===== config.mk =====
export PLATFORM = sky130hd
export DESIGN_NAME = bus_arbiter
export DESIGN_NICKNAME = d
export VERILOG_FILES = /design/src/rtl/bus_arbiter.sv
export SDC_FILE = /design/constraint.sdc
export NUM_CORES = 1
export LEC_CHECK = 0
export ABC_CLOCK_PERIOD_IN_PS = 5300
export CELL_PAD_IN_SITES_DETAIL_PLACEMENT = 1
export CELL_PAD_IN_SITES_GLOBAL_PLACEMENT = 1
export CORE_MARGIN = 3
export CORE_UTILIZATION = 15
export DETAILED_ROUTE_END_ITERATION = 10
export PLACE_DENSITY = 0.84
export SLEW_MARGIN = 25
export SYNTH_ARGS = -nofsm -noshare
export SYNTH_HDL_FRONTEND = slang
export SYNTH_SLANG_ARGS = --single-unit

===== constraint.sdc =====
create_clock -name clk_i -period 5.3 [get_ports clk_i]
set_input_delay 1.325 -clock clk_i [delete_from_list [all_inputs] [get_ports clk_i]]
set_output_delay 1.325 -clock clk_i [all_outputs]
set_load 0.02 [all_outputs]

===== src/rtl/bus_arbiter.sv =====
// bus_arbiter: shares one Wishbone-classic slave port between the fetch and data masters.
// Data wins by default, a run counter guarantees fetch a slot, and a watchdog aborts hung transfers.
//
// state   | meaning
// IDLE    | no owner, bus outputs zero; arbitrates pending requests
// GNT_INS | fetch master owns the slave port
// GNT_DAT | data master owns the slave port
module bus_arbiter #(
   parameter int AWIDTH  = 32,
   parameter int DWIDTH  = 32,
   parameter int MAXRUN  = 4,
   parameter int TIMEOUT = 255
) (
   input  logic                clk_i,
   input  logic                rst_i,
   input  logic                ins_cyc_i,
   input  logic [AWIDTH-1:0]   ins_adr_i,
   output logic [DWIDTH-1:0]   ins_dat_o,
   output logic                ins_ack_o,
   output logic                ins_err_o,
   input  logic                dat_cyc_i,
   input  logic                dat_we_i,
   input  logic [DWIDTH/8-1:0] dat_sel_i,
   input  logic [AWIDTH-1:0]   dat_adr_i,
   input  logic [DWIDTH-1:0]   dat_dat_i,
   output logic [DWIDTH-1:0]   dat_dat_o,
   output logic                dat_ack_o,
   output logic                dat_err_o,
   output logic                bus_cyc_o,
   output logic                bus_we_o,
   output logic [DWIDTH/8-1:0] bus_sel_o,
   output logic [AWIDTH-1:0]   bus_adr_o,
   output logic [DWIDTH-1:0]   bus_dat_o,
   input  logic [DWIDTH-1:0]   bus_dat_i,
   input  logic                bus_ack_i,
   output logic [1:0]          owner_o
);

   typedef enum logic [1:0] {
      IDLE    = 2'd0,
      GNT_INS = 2'd1,
      GNT_DAT = 2'd2
   } state_t;

   localparam logic [3:0] RUN_MAX = 4'(MAXRUN);
   localparam logic [7:0] WD_MAX  = 8'(TIMEOUT);

   state_t     state;
   logic [3:0] run;
   logic [7:0] wdog;

   logic own_ins, own_dat, granted, expired, owner_cyc, done;

   assign own_ins   = (state == GNT_INS);
   assign own_dat   = (state == GNT_DAT);
   assign granted   = own_ins | own_dat;
   assign expired   = granted && (wdog == WD_MAX);
   assign owner_cyc = (own_ins & ins_cyc_i) | (own_dat & dat_cyc_i);
   assign done      = bus_ack_i | expired | ~owner_cyc;

   always_ff @(posedge clk_i or negedge rst_i) begin
      if (!rst_i) begin
         state <= IDLE;
         run   <= 4'd0;
         wdog  <= 8'd0;
      end else begin
         case (state)
            IDLE: begin
               // fetch only overrides data once data has used up its run allowance
               if (dat_cyc_i && !(ins_cyc_i && run == RUN_MAX)) begin
                  state <= GNT_DAT;
                  wdog  <= 8'd0;
                  run   <= ins_cyc_i ? run + 4'd1 : 4'd0;
               end else if (ins_cyc_i) begin
                  state <= GNT_INS;
                  wdog  <= 8'd0;
                  run   <= 4'd0;
               end
            end
            default: begin
               if (done) state <= IDLE;
               else      wdog  <= wdog + 8'd1;
            end
         endcase
      end
   end

   // ack beats a simultaneous timeout; cyc drops in the timeout cycle itself
   assign bus_cyc_o = granted & ~expired;
   assign bus_we_o  = own_dat & dat_we_i;
   assign bus_sel_o = own_ins ? '1 : (own_dat ? dat_sel_i : '0);
   assign bus_adr_o = own_ins ? ins_adr_i : (own_dat ? dat_adr_i : '0);
   assign bus_dat_o = own_dat ? dat_dat_i : '0;

   assign ins_dat_o = granted ? bus_dat_i : '0;
   assign dat_dat_o = granted ? bus_dat_i : '0;
   assign ins_ack_o = own_ins & bus_ack_i;
   assign dat_ack_o = own_dat & bus_ack_i;
   assign ins_err_o = own_ins & expired & ~bus_ack_i;
   assign dat_err_o = own_dat & expired & ~bus_ack_i;
   assign owner_o   = state;

endmodule


# [Word-level counts from Yosys, hierarchy flattened]
# Cells that the tools add are included.
# Widths: inputs -> output; s select.
[word_totals] reg_bits=14 latch_bits=0 ram_bits=0 romBits=0 input_bits=138 out_inout_bits=140 word_cells=55 memories=0
[classes] addsub=2 n_mul=0 div_mod_pow=0 order_cmp=0 eq_ne=6 shift=0 muxes=17 n_bitwise=17 n_reduce_logical=10
[op_table] op="$mux 32" count=4
[op_table] op="$mux 8" count=4
[op_table] op="$mux 4" count=5
[op_table] op="$and 1x1->1" count=10
[op_table] op="$add 8x1->8 const B" count=1
[op_table] op="$eq 8x8->1 const B" count=1
[op_table] op="$mux 2" count=4
[op_table] op="$reduce_and 2->1" count=3
[op_table] op="$add 4x1->4 const B" count=1
[op_table] op="$eq 4x3->1 const B" count=1
[op_table] op="$or 1x1->1" count=4
[op_table] op="$reduce_bool 2->1" count=2
[op_table] op="$logic_and 1x1->1" count=3
[op_table] op="$ne 3x3->1 const B" count=1
[op_table] op="$not 1->1" count=3
[op_table] op="$eq 2x1->1 const B" count=1
[op_table] op="$eq 2x2->1 const B" count=1
[op_table] op="$logic_not 2->1" count=1
[op_table] op="$ne 2x1->1 const B" count=1
[op_table] op="$logic_not 1->1" count=1

# [Longest topological paths before layout]
# Gate-level depths: netlist (run 1).
[logic_depth] depth_word=7 mapped_depth=7

# [Least setup slack after synthesis (run 1)]
# Ideal clock, no wire load.
[synth_path] kind="register to output" from="register state[0] (netlist: owner_o[0])" to="output port dat_err_o" arrival_ns=1.990 setup_slack_ns=1.985 path_stages_with_launch=6 path_buffers=0 path_cell_list="dfrtp_1 -> inv_1 -> ha_1 -> nand4_1 -> or3_4 -> nor3b_1"
[synth_between] elab_chain_cells=5 word_cells_on_any_way=6
[synth_lines] element="start, declared" line_no="48" text="state_t state;"
[synth_lines] element="start signal, assigned" line_no="63" text="state <= IDLE;"
[synth_lines] element="start signal, assigned" line_no="71" text="state <= GNT_DAT;"
[synth_lines] element="start signal, assigned" line_no="75" text="state <= GNT_INS;"
[synth_lines] element="$eq 2x1->1 or $eq 2x2->1 (tied branches)" line_no="54, 55"
[synth_lines] element="$or 1x1->1" line_no="56" text="assign granted = own_ins | own_dat;"
[synth_lines] element="$logic_and 1x1->1" line_no="57" text="assign expired = granted && (wdog == WD_MAX);"
[synth_lines] element="$and 1x1->1 (*) (2 in a row)" line_no="100" text="assign dat_err_o = own_dat & expired & ~bus_ack_i;"
[synth_lines] element="end, declared" line_no="28" text="output logic dat_err_o,"
# Every way passes the cells marked *; elsewhere a longest branch is shown, timed or not.

# [Final worst setup path (run 1)]
[layout_path] from="input port bus_ack_i" to="output port dat_err_o"
[layout_between] elab_chain_cells=2
[layout_lines] element="start, declared" line_no="35" text="input logic bus_ack_i,"
[layout_lines] element="$not 1->1" line_no="100"
[layout_lines] element="$and 1x1->1" line_no="100"
# No other way between the ends.

==> results of run 1 <==
==> logic make-up (layout without fill, tap and decap cells) <==
logic type	count (synthesis)	in the layout	share of synthesized area [%]
and+or+nand+nor	110	110	35.4
AOI/OAI and AO/OA	59	59	24.6
buffers and inverters	53	289	16.9
DFF	14	14	18.1
adders and majority gates	6	6	3.88
muxes	2	2	1.10
==> sequential cells by signal, indices dropped and copies added (netlist names) <==
name,count
owner_o,2
run,4
wdog,8
==> area by class of cell <==
type | instances | area (um2) | area share (%)
Multi-Input combinational cell | 177 | 1260 | 26.8
Tap cell | 168 | 210 | 4.46
Sequential cell | 14 | 350 | 7.43
Inverter | 6 | 22.5 | 0.477
Timing Repair Buffer | 280 | 2800 | 59.2
Clock buffer | 3 | 75.1 | 1.59
==> layout by cell type (no fill, tap or decap), types with 2 or more instances in the layout <==
| cell | instances |
|---|---|
| ha_1 | 6 |
| and2_1 | 68 |
| a22o_1 | 31 |
| a221o_1 | 3 |
| o21ai_0 | 7 |
| nor3b_1 | 3 |
| nand4_1 | 3 |
| nand3_1 | 4 |
| a211o_1 | 2 |
| buf_4 | 3 |
| dfrtp_1 | 14 |
| o22ai_1 | 2 |
| nor2b_1 | 2 |
| a21o_1 | 6 |
| clkdlybuf4s50_1 | 277 |
| inv_1 | 6 |
| nand2_1 | 10 |
| nor3_1 | 5 |
| nor2_1 | 4 |
| clkbuf_16 | 3 |
==> final timing paths <==
check,start,depth (start not counted),end,slack (ps)
worst max register to register,owner_o[1],7,wdog[1],2810
worst min register to register,run[3],1,run[3],550
max in group asynchronous,rst_i,1,owner_o[0],3390
min in group asynchronous,rst_i,1,run[2],1490
worst min-delay path,run[3],1,run[3],550
worst max-delay path,bus_ack_i,3,dat_err_o,1210
==> metal layers <==
layer / GRT usage, % / up-vias
met1: 15.0 / 1270
met2: 27.6 / 170
met5: 0 / -
met3: 5.70 / 12
met4: 3.44 / 0
li1: - / 1302
==> stage by stage <==
step           instances  util, %
6_report             648     38.3
5_1_grt              648     38.3
4_1_cts              648     38.3
3_5_place_dp         645     37.7
3_3_place_gp         645     37.7
2_1_floorplan        244        -
==> report_power, final <==
| group | switching, mW | internal (mW) | leakage (nW) |
|---|---|---|---|
| registers | 0.0225 | 0.127 | 0.191 |
| logic | 1.04 | 0.973 | 1.61 |
| clock network | 0.0451 | 0.0989 | 0.0370 |
| total | 1.11 | 1.20 | 1.84 |
==> worst register-to-register path, cell delays in order, from the launching register on <==
cell	delay, ps
dfrtp_1	410
inv_1	100
ha_1	210
buf_4	400
a22oi_1	160
or3_1	530
nor2_1	370
o21ai_0	170
==> results.sh, run 1 <==
export IMPL_status="finished, final reports clean"
export IMPL_grt_antenna_before_repair=0
export IMPL_route_met2_wl_um=5770
export IMPL_tns_ps=0
export IMPL_final_hold_viol_count=0
export IMPL_wl_met3_um=1210
export IMPL_synthCells=244
export IMPL_port_buffers=277
export IMPL_routed_wl_um=11100
export IMPL_power_leakage_nw=1.84
export IMPL_postCtsSetupBuffers=0
export IMPL_worst_path_max_delay_cell="clkdlybuf4s50_1"
export IMPL_grt_overflow=0
export IMPL_fin_skew_ps=1.14
export IMPL_gp_congestion=0.803
export IMPL_cts_made_buffers=3
export IMPL_setup_viol=0
export IMPL_crit_buf_inv=2
export IMPL_vias=2754
export IMPL_wl_per_cell_um=17.2
export IMPL_cts_root_buf="clkbuf_16"
export IMPL_htreeDepth=1
export IMPL_synth_largest_area_cell="and2_1"
export IMPL_grt_pass1_vias=2989
export IMPL_ir_drop_mv=0.233
export IMPL_top_layer_used="met4"
export IMPL_track_usage_pct=14.6
export IMPL_mappedNetlistArea_um2=1930
export IMPL_crit_path_max_incr_delay_ps=640
export IMPL_fillers=1465
export IMPL_crit_top_cell="clkdlybuf4s50_1"
export IMPL_synth_ff_type="dfrtp_1"
export IMPL_grt_max_degree=43
export IMPL_critPathMaxFanout=6
export IMPL_diodes=0
export IMPL_cp_end_kind="output port"
export IMPL_dieArea_um2=14300
export IMPL_ctsHoldBuffers=0
export IMPL_yosys_register_bits=14
export IMPL_rsz0062_at_grt="false"
export IMPL_hp_class="reg2reg"
export IMPL_arrival_ps=2760
export IMPL_crit_required_ps=3970
export IMPL_clk_path_buf_depth=2
export IMPL_path_cells="clkdlybuf4s50_1, nor3b_1, clkdlybuf4s50_1"
export IMPL_core_area_um2=12300
export IMPL_detailed_place_hpwl_um=9630
export IMPL_fin_crit_sh_pct=77.1
export IMPL_ant_nets=0
export IMPL_clkSlewWorstSetupHoldPaths_ps=50
export IMPL_cts_resized=0
export IMPL_die_h_um=120
export IMPL_cts_sinks=14
export IMPL_yosysSeqAreaShare_pct=18.1
export IMPL_drc=0
export IMPL_syn_avg_cell_area_um2=7.93
export IMPL_drive_above_1_share_pct=2.71
export IMPL_top_level_ports=278
export IMPL_synth_edf_count=0
export IMPL_cts_tree="done"
export IMPL_met1_length_um=3920
export IMPL_critPathTopFamily="buffers and inverters"
export IMPL_dr_pass1_iters=4
export IMPL_relSlewSlack_pct=53.3
export IMPL_fin_crit_ps=4090
export IMPL_ys_async_sr_fraction_pct=100
export IMPL_max_freq_mhz=245
export IMPL_fin_hold_ws_ps=550
export IMPL_vias_per_cell=4.25
export IMPL_synth_cell_type_count=40
export IMPL_place_area_um2=4640
export IMPL_die_x_um=120
export IMPL_rows=40
export IMPL_drv_slew=0
export IMPL_total_power_mw=2.31
export IMPL_grt_pass1_wl_um=16800
export IMPL_initialDrtViolationCount=126
export IMPL_final_area_um2=4720
export IMPL_cp_start_kind="primary input"
export IMPL_yosysWarnings=0
export IMPL_syn_nets=388
export IMPL_pre_cts_ws_ps=1160
export IMPL_tightestPinTransition_ps=699
export IMPL_yosysMostFrequentCell="and2_1"
export IMPL_power_density_nw_per_um2=490
export IMPL_initial_core_util_pct=15.7
export IMPL_finalNetCount=626
export IMPL_synth_top_cell_area_share_pct=22.0
export IMPL_crit_type="in2out"
export IMPL_insertion_delay_ps=250
export IMPL_synth_area_leaders="and2_1 (22%), dfrtp_1 (18%), a22o_1 (14%)"
export IMPL_drv_cap=0
export IMPL_synth_commonest_cells="and2_1 (68), buf_4 (32), a22o_1 (31)"
export IMPL_setup_ws_ps=1210
export IMPL_syn_to_final_growth_pct=144
No activity file was read; power rests on OpenSTA's default activity.
==> run 2: changes to the inputs <==
Settings changed: ABC_CLOCK_PERIOD_IN_PS 5300 to 3440, CORE_UTILIZATION 15 to 13, PLACE_DENSITY 0.84 to 0.77.
Clock period 5.3 ns to 3.44 ns, I/O delays scaled along.
==> results.sh, run 2 (synthesized netlist as in run 1, its figures left out) <==
export IMPL_status="finished, final reports clean"
export IMPL_pre_cts_ws_ps=323
export IMPL_initial_core_util_pct=13.6
export IMPL_vias_per_cell=4.18
export IMPL_power_leakage_nw=1.85
export IMPL_syn_to_final_growth_pct=145
export IMPL_setup_ws_ps=320
export IMPL_rsz0062_at_grt="false"
export IMPL_tns_ps=0
export IMPL_postCtsSetupBuffers=0
export IMPL_cts_tree="done"
export IMPL_max_freq_mhz=321
export IMPL_cts_made_buffers=3
export IMPL_grt_antenna_before_repair=0
export IMPL_track_usage_pct=12.6
export IMPL_cp_end_kind="output port"
export IMPL_layout_common_cells="clkdlybuf4s50_1 (275), and2_1 (68), a22o_1 (31)"
export IMPL_ant_nets=0
export IMPL_arrival_ps=2260
export IMPL_dr_pass1_iters=4
export IMPL_fillers=1656
export IMPL_hp_start="wdog[7]"
export IMPL_gp_congestion=0.853
export IMPL_reg2reg_depth=7
export IMPL_hp_class="reg2reg"
export IMPL_diodes=0
export IMPL_detailed_place_hpwl_um=9980
export IMPL_crit_type="reg2out"
export IMPL_top_level_ports=278
export IMPL_cts_resized=0
export IMPL_routed_wl_um=11400
export IMPL_ctsHoldBuffers=0
export IMPL_drive_above_1_share_pct=3.53
export IMPL_initialDrtViolationCount=48
export IMPL_rrSetupSlack_ps=1090
export IMPL_cts_sinks=14
export IMPL_cts_root_buf="clkbuf_16"
export IMPL_hold_depth=1
export IMPL_setup_viol=0
export IMPL_r2r_end="wdog[4]"
export IMPL_largest_register_ffs=8
export IMPL_wl_per_cell_um=17.2
export IMPL_hold_end="wdog[7]"
export IMPL_fin_hold_ws_ps=549
export IMPL_grt_max_degree=42
export IMPL_tightestPinTransition_ps=705
export IMPL_fin_crit_sh_pct=90.7
export IMPL_rows=43
export IMPL_crit_required_ps=2580
export IMPL_relSlewSlack_pct=52.9
export IMPL_die_x_um=128
export IMPL_regToRegStartpoint="owner_o[0]"
export IMPL_cp_start_kind="flop"
export IMPL_drc=0
export IMPL_clkSlewWorstSetupHoldPaths_ps=50
export IMPL_grt_overflow=0
export IMPL_port_buffers=277
export IMPL_regMostFlops="wdog"
export IMPL_grt_pass1_wl_um=16500
export IMPL_dieArea_um2=16400
export IMPL_grt_pass1_vias=2960
export IMPL_vias=2768
export IMPL_insertion_delay_ps=250
export IMPL_htreeDepth=1
export IMPL_critPathMaxFanout=34
export IMPL_clk_path_buf_depth=2
export IMPL_fin_crit_ps=3120
export IMPL_finalNetCount=628
export IMPL_fin_skew_ps=2.41
export IMPL_final_hold_viol_count=0
export IMPL_die_h_um=128
export IMPL_drv_cap=0
export IMPL_final_common_cell="clkdlybuf4s50_1"
export IMPL_drv_slew=0
export IMPL_ir_drop_mv=0.374
export IMPL_power_density_nw_per_um2=759
export IMPL_core_area_um2=14200
-- run 2: cell count changes in the layout (fill, tap and decap cells not counted) --
cell / delta
nor2b_2: +1
nor2b_4: -1
buf_4: +4
clkdlybuf4s50_1: -2
-- run 2: area by class of cell --
| type | count | area (um2) | area share (%) |
|---|---|---|---|
| timing repair buffer | 282 | 2810 | 59.2 |
| multi-input combinational | 177 | 1260 | 26.6 |
| sequential | 14 | 350 | 7.39 |
| tap | 180 | 225 | 4.75 |
| clock buffer | 3 | 75.1 | 1.58 |
| inverter | 6 | 22.5 | 0.475 |
-- run 2: through the flow --
| stage | area, um2 | instances | total power, mW | util [%] |
|---|---|---|---|---|
| 2_1_floorplan | 1930 | 244 | 1.99 | - |
| 3_3_place_gp | 4660 | 659 | 3.35 | 32.8 |
| 3_5_place_dp | 4660 | 659 | 3.41 | 32.8 |
| 4_1_cts | 4740 | 662 | 3.65 | 33.4 |
| 5_1_grt | 4740 | 662 | 3.81 | 33.4 |
| 6_report | 4740 | 662 | 3.60 | 33.4 |
-- run 2: critical path, stage by stage, from the launching register on --
cell	delay (ps)
dfrtp_1	390
inv_1	90
ha_1	280
buf_4	260
nand4_1	210
or3_4	410
nor3b_1	190
buf_4	180
-- run 2: power breakdown --
part           leakage (nW)  internal (mW)  switching, mW
combinational          1.62           1.51           1.63
sequential            0.191          0.196         0.0343
clock                0.0370          0.153         0.0729
-- run 2: routing by layer --
metal / vias to the layer above / GRT usage [%] / share of wire (%)
li1: 1313 / - / -
met3: 6 / 3.46 / 8.9
met1: 1286 / 14.0 / 38
met2: 163 / 24.6 / 52
met4: 0 / 0.999 / 0.50
met5: - / 0 / 0
-- run 2: worst max path at each step --
| stage | start | to | cells past startpoint |
|---|---|---|---|
| floorplan | owner_o[0] | dat_err_o | 5 |
| global placement | bus_ack_i | ins_ack_o | 3 |
| detailed placement | bus_ack_i | ins_ack_o | 3 |
| CTS | owner_o[1] | dat_err_o | 7 |
| global route | owner_o[1] | dat_err_o | 7 |
| finish | owner_o[1] | ins_err_o | 7 |
==> run 3: changes to the inputs <==
Settings changed: PLACE_DENSITY 0.77 to 0.88.
==> results.sh, run 3 (synthesized netlist as in run 1, its figures left out) <==
export IMPL_grt_pass1_wl_um=17000
export IMPL_rsz0062_at_grt="false"
export IMPL_drv_slew=0
export IMPL_ir_drop_mv=0.232
export IMPL_status="finished, final reports clean"
export IMPL_setup_viol=0
export IMPL_hp_class="reg2reg"
export IMPL_die_h_um=128
export IMPL_layout_common_cells="clkdlybuf4s50_1 (275), and2_1 (68), a22o_1 (31)"
export IMPL_gp_congestion=0.869
export IMPL_diodes=0
export IMPL_track_usage_pct=13.0
export IMPL_port_buffers=277
export IMPL_fin_skew_ps=4.22
export IMPL_crit_type="in2out"
export IMPL_largest_register_ffs=8
export IMPL_wl_per_cell_um=17.9
export IMPL_tightestPinTransition_ps=706
export IMPL_grt_max_degree=42
export IMPL_routed_wl_um=11900
export IMPL_p_sw_mw=1.76
export IMPL_netSwitchingFraction_pct=48.7
export IMPL_clk_path_buf_depth=2
export IMPL_regMostFlops="wdog"
export IMPL_vias_per_cell=4.12
export IMPL_reg2reg_depth=7
export IMPL_cts_root_buf="clkbuf_16"
export IMPL_drc=0
export IMPL_clkPwrFrac_pct=6.1
export IMPL_clkSlewWorstSetupHoldPaths_ps=40
export IMPL_top_level_ports=278
export IMPL_crit_required_ps=2580
export IMPL_cts_sinks=14
export IMPL_insertion_delay_ps=240
export IMPL_final_hold_viol_count=0
export IMPL_grt_antenna_before_repair=0
export IMPL_fin_cells=662
export IMPL_power_density_nw_per_um2=762
export IMPL_fin_crit_sh_pct=92.0
export IMPL_postCtsSetupBuffers=0
export IMPL_relSlewSlack_pct=52.8
export IMPL_ctsHoldBuffers=0
export IMPL_grt_overflow=0
export IMPL_syn_to_final_growth_pct=145
export IMPL_p_int_mw=1.86
export IMPL_tns_ps=0
export IMPL_drive_above_1_share_pct=3.11
export IMPL_core_area_um2=14200
export IMPL_rows=43
export IMPL_cts_made_buffers=3
export IMPL_detailed_place_hpwl_um=10400
export IMPL_cp_start_kind="primary input"
export IMPL_htreeDepth=1
export IMPL_final_common_cell="clkdlybuf4s50_1"
export IMPL_vias=2729
export IMPL_power_leakage_nw=1.88
export IMPL_drv_cap=0
export IMPL_finalNetCount=628
export IMPL_grt_pass1_vias=2882
export IMPL_critPathMaxFanout=6
export IMPL_cp_end_kind="output port"
export IMPL_initialDrtViolationCount=99
export IMPL_fin_crit_ps=3170
export IMPL_initial_core_util_pct=13.6
export IMPL_fillers=1656
export IMPL_cts_tree="done"
export IMPL_hold_depth=1
export IMPL_pwr_share_seq_pct=6.3
export IMPL_arrival_ps=2310
export IMPL_dp_cells=659
export IMPL_combPwrFrac_pct=87.6
export IMPL_dieArea_um2=16400
export IMPL_max_freq_mhz=316
export IMPL_dr_pass1_iters=4
export IMPL_die_x_um=128
export IMPL_ant_nets=0
-- run 3: cell count changes in the layout (fill, tap and decap cells not counted), sizes merged --
cell / delta
buf: -2
dlymetal6s2s: +2
-- run 3: path summary, 6_finish.rpt --
check,from,end,slack [ps]
min,wdog[6],wdog[6],550
min in group asynchronous,rst_i,run[2],1040
max reg2reg,owner_o[0],owner_o[0],1070
max in group asynchronous,rst_i,wdog[4],1950
max,bus_ack_i,dat_ack_o,270
min reg2reg,wdog[6],wdog[6],550
-- run 3: metal layers --
metal | share of wire (%) | global-route usage [%] | vias to the layer above
met5 | 0 | 0 | -
met4 | 0.73 | 1.87 | 0
met3 | 6.5 | 2.21 | 8
met2 | 58 | 26.9 | 116
met1 | 35 | 13.7 | 1300
li1 | - | - | 1305
-- run 3: final cells by class --
cell class / instances / area, um2 / share of cell area [%]
inverters: 6 / 22.5 / 0.474
well taps: 180 / 225 / 4.74
flip-flops and latches: 14 / 350 / 7.38
clock buffers: 3 / 75.1 / 1.58
multi-input cells: 177 / 1260 / 26.5
repair buffers: 282 / 2820 / 59.3
-- run 3: power groups by stage --
stage	Sequential, mW	Combinational (mW)	Clock, mW
floorplan	0.236	1.75	0
CTS	0.229	3.21	0.228
global route	0.236	3.34	0.231
finish	0.229	3.17	0.219
detailed placement	0.232	3.19	0
global placement	0.227	3.12	0
-- run 3: through the flow --
step	instance area [um2]	total power, mW	setup WS, ps	utilization (%)	hold slack, ps
2_1_floorplan	1930	1.99	590	-	493
3_3_place_gp	4670	3.34	268	32.9	514
3_5_place_dp	4670	3.43	259	32.9	545
4_1_cts	4740	3.67	109	33.4	556
5_1_grt	4750	3.80	209	33.4	576
6_report	4750	3.62	273	33.4	554
-- run 3: worst max-delay path, cell delays in order --
cell	delay, ps
clkdlybuf4s50_1	580
and2_1	240
clkdlybuf4s50_1	630
-- run 3: timing repair --
action / 4_1_cts / 5_1_grt
endpoints found under the setup margin: 0 / 2
endpoints found under the hold margin: 0 / 0
gates resized for setup: 0 / 2
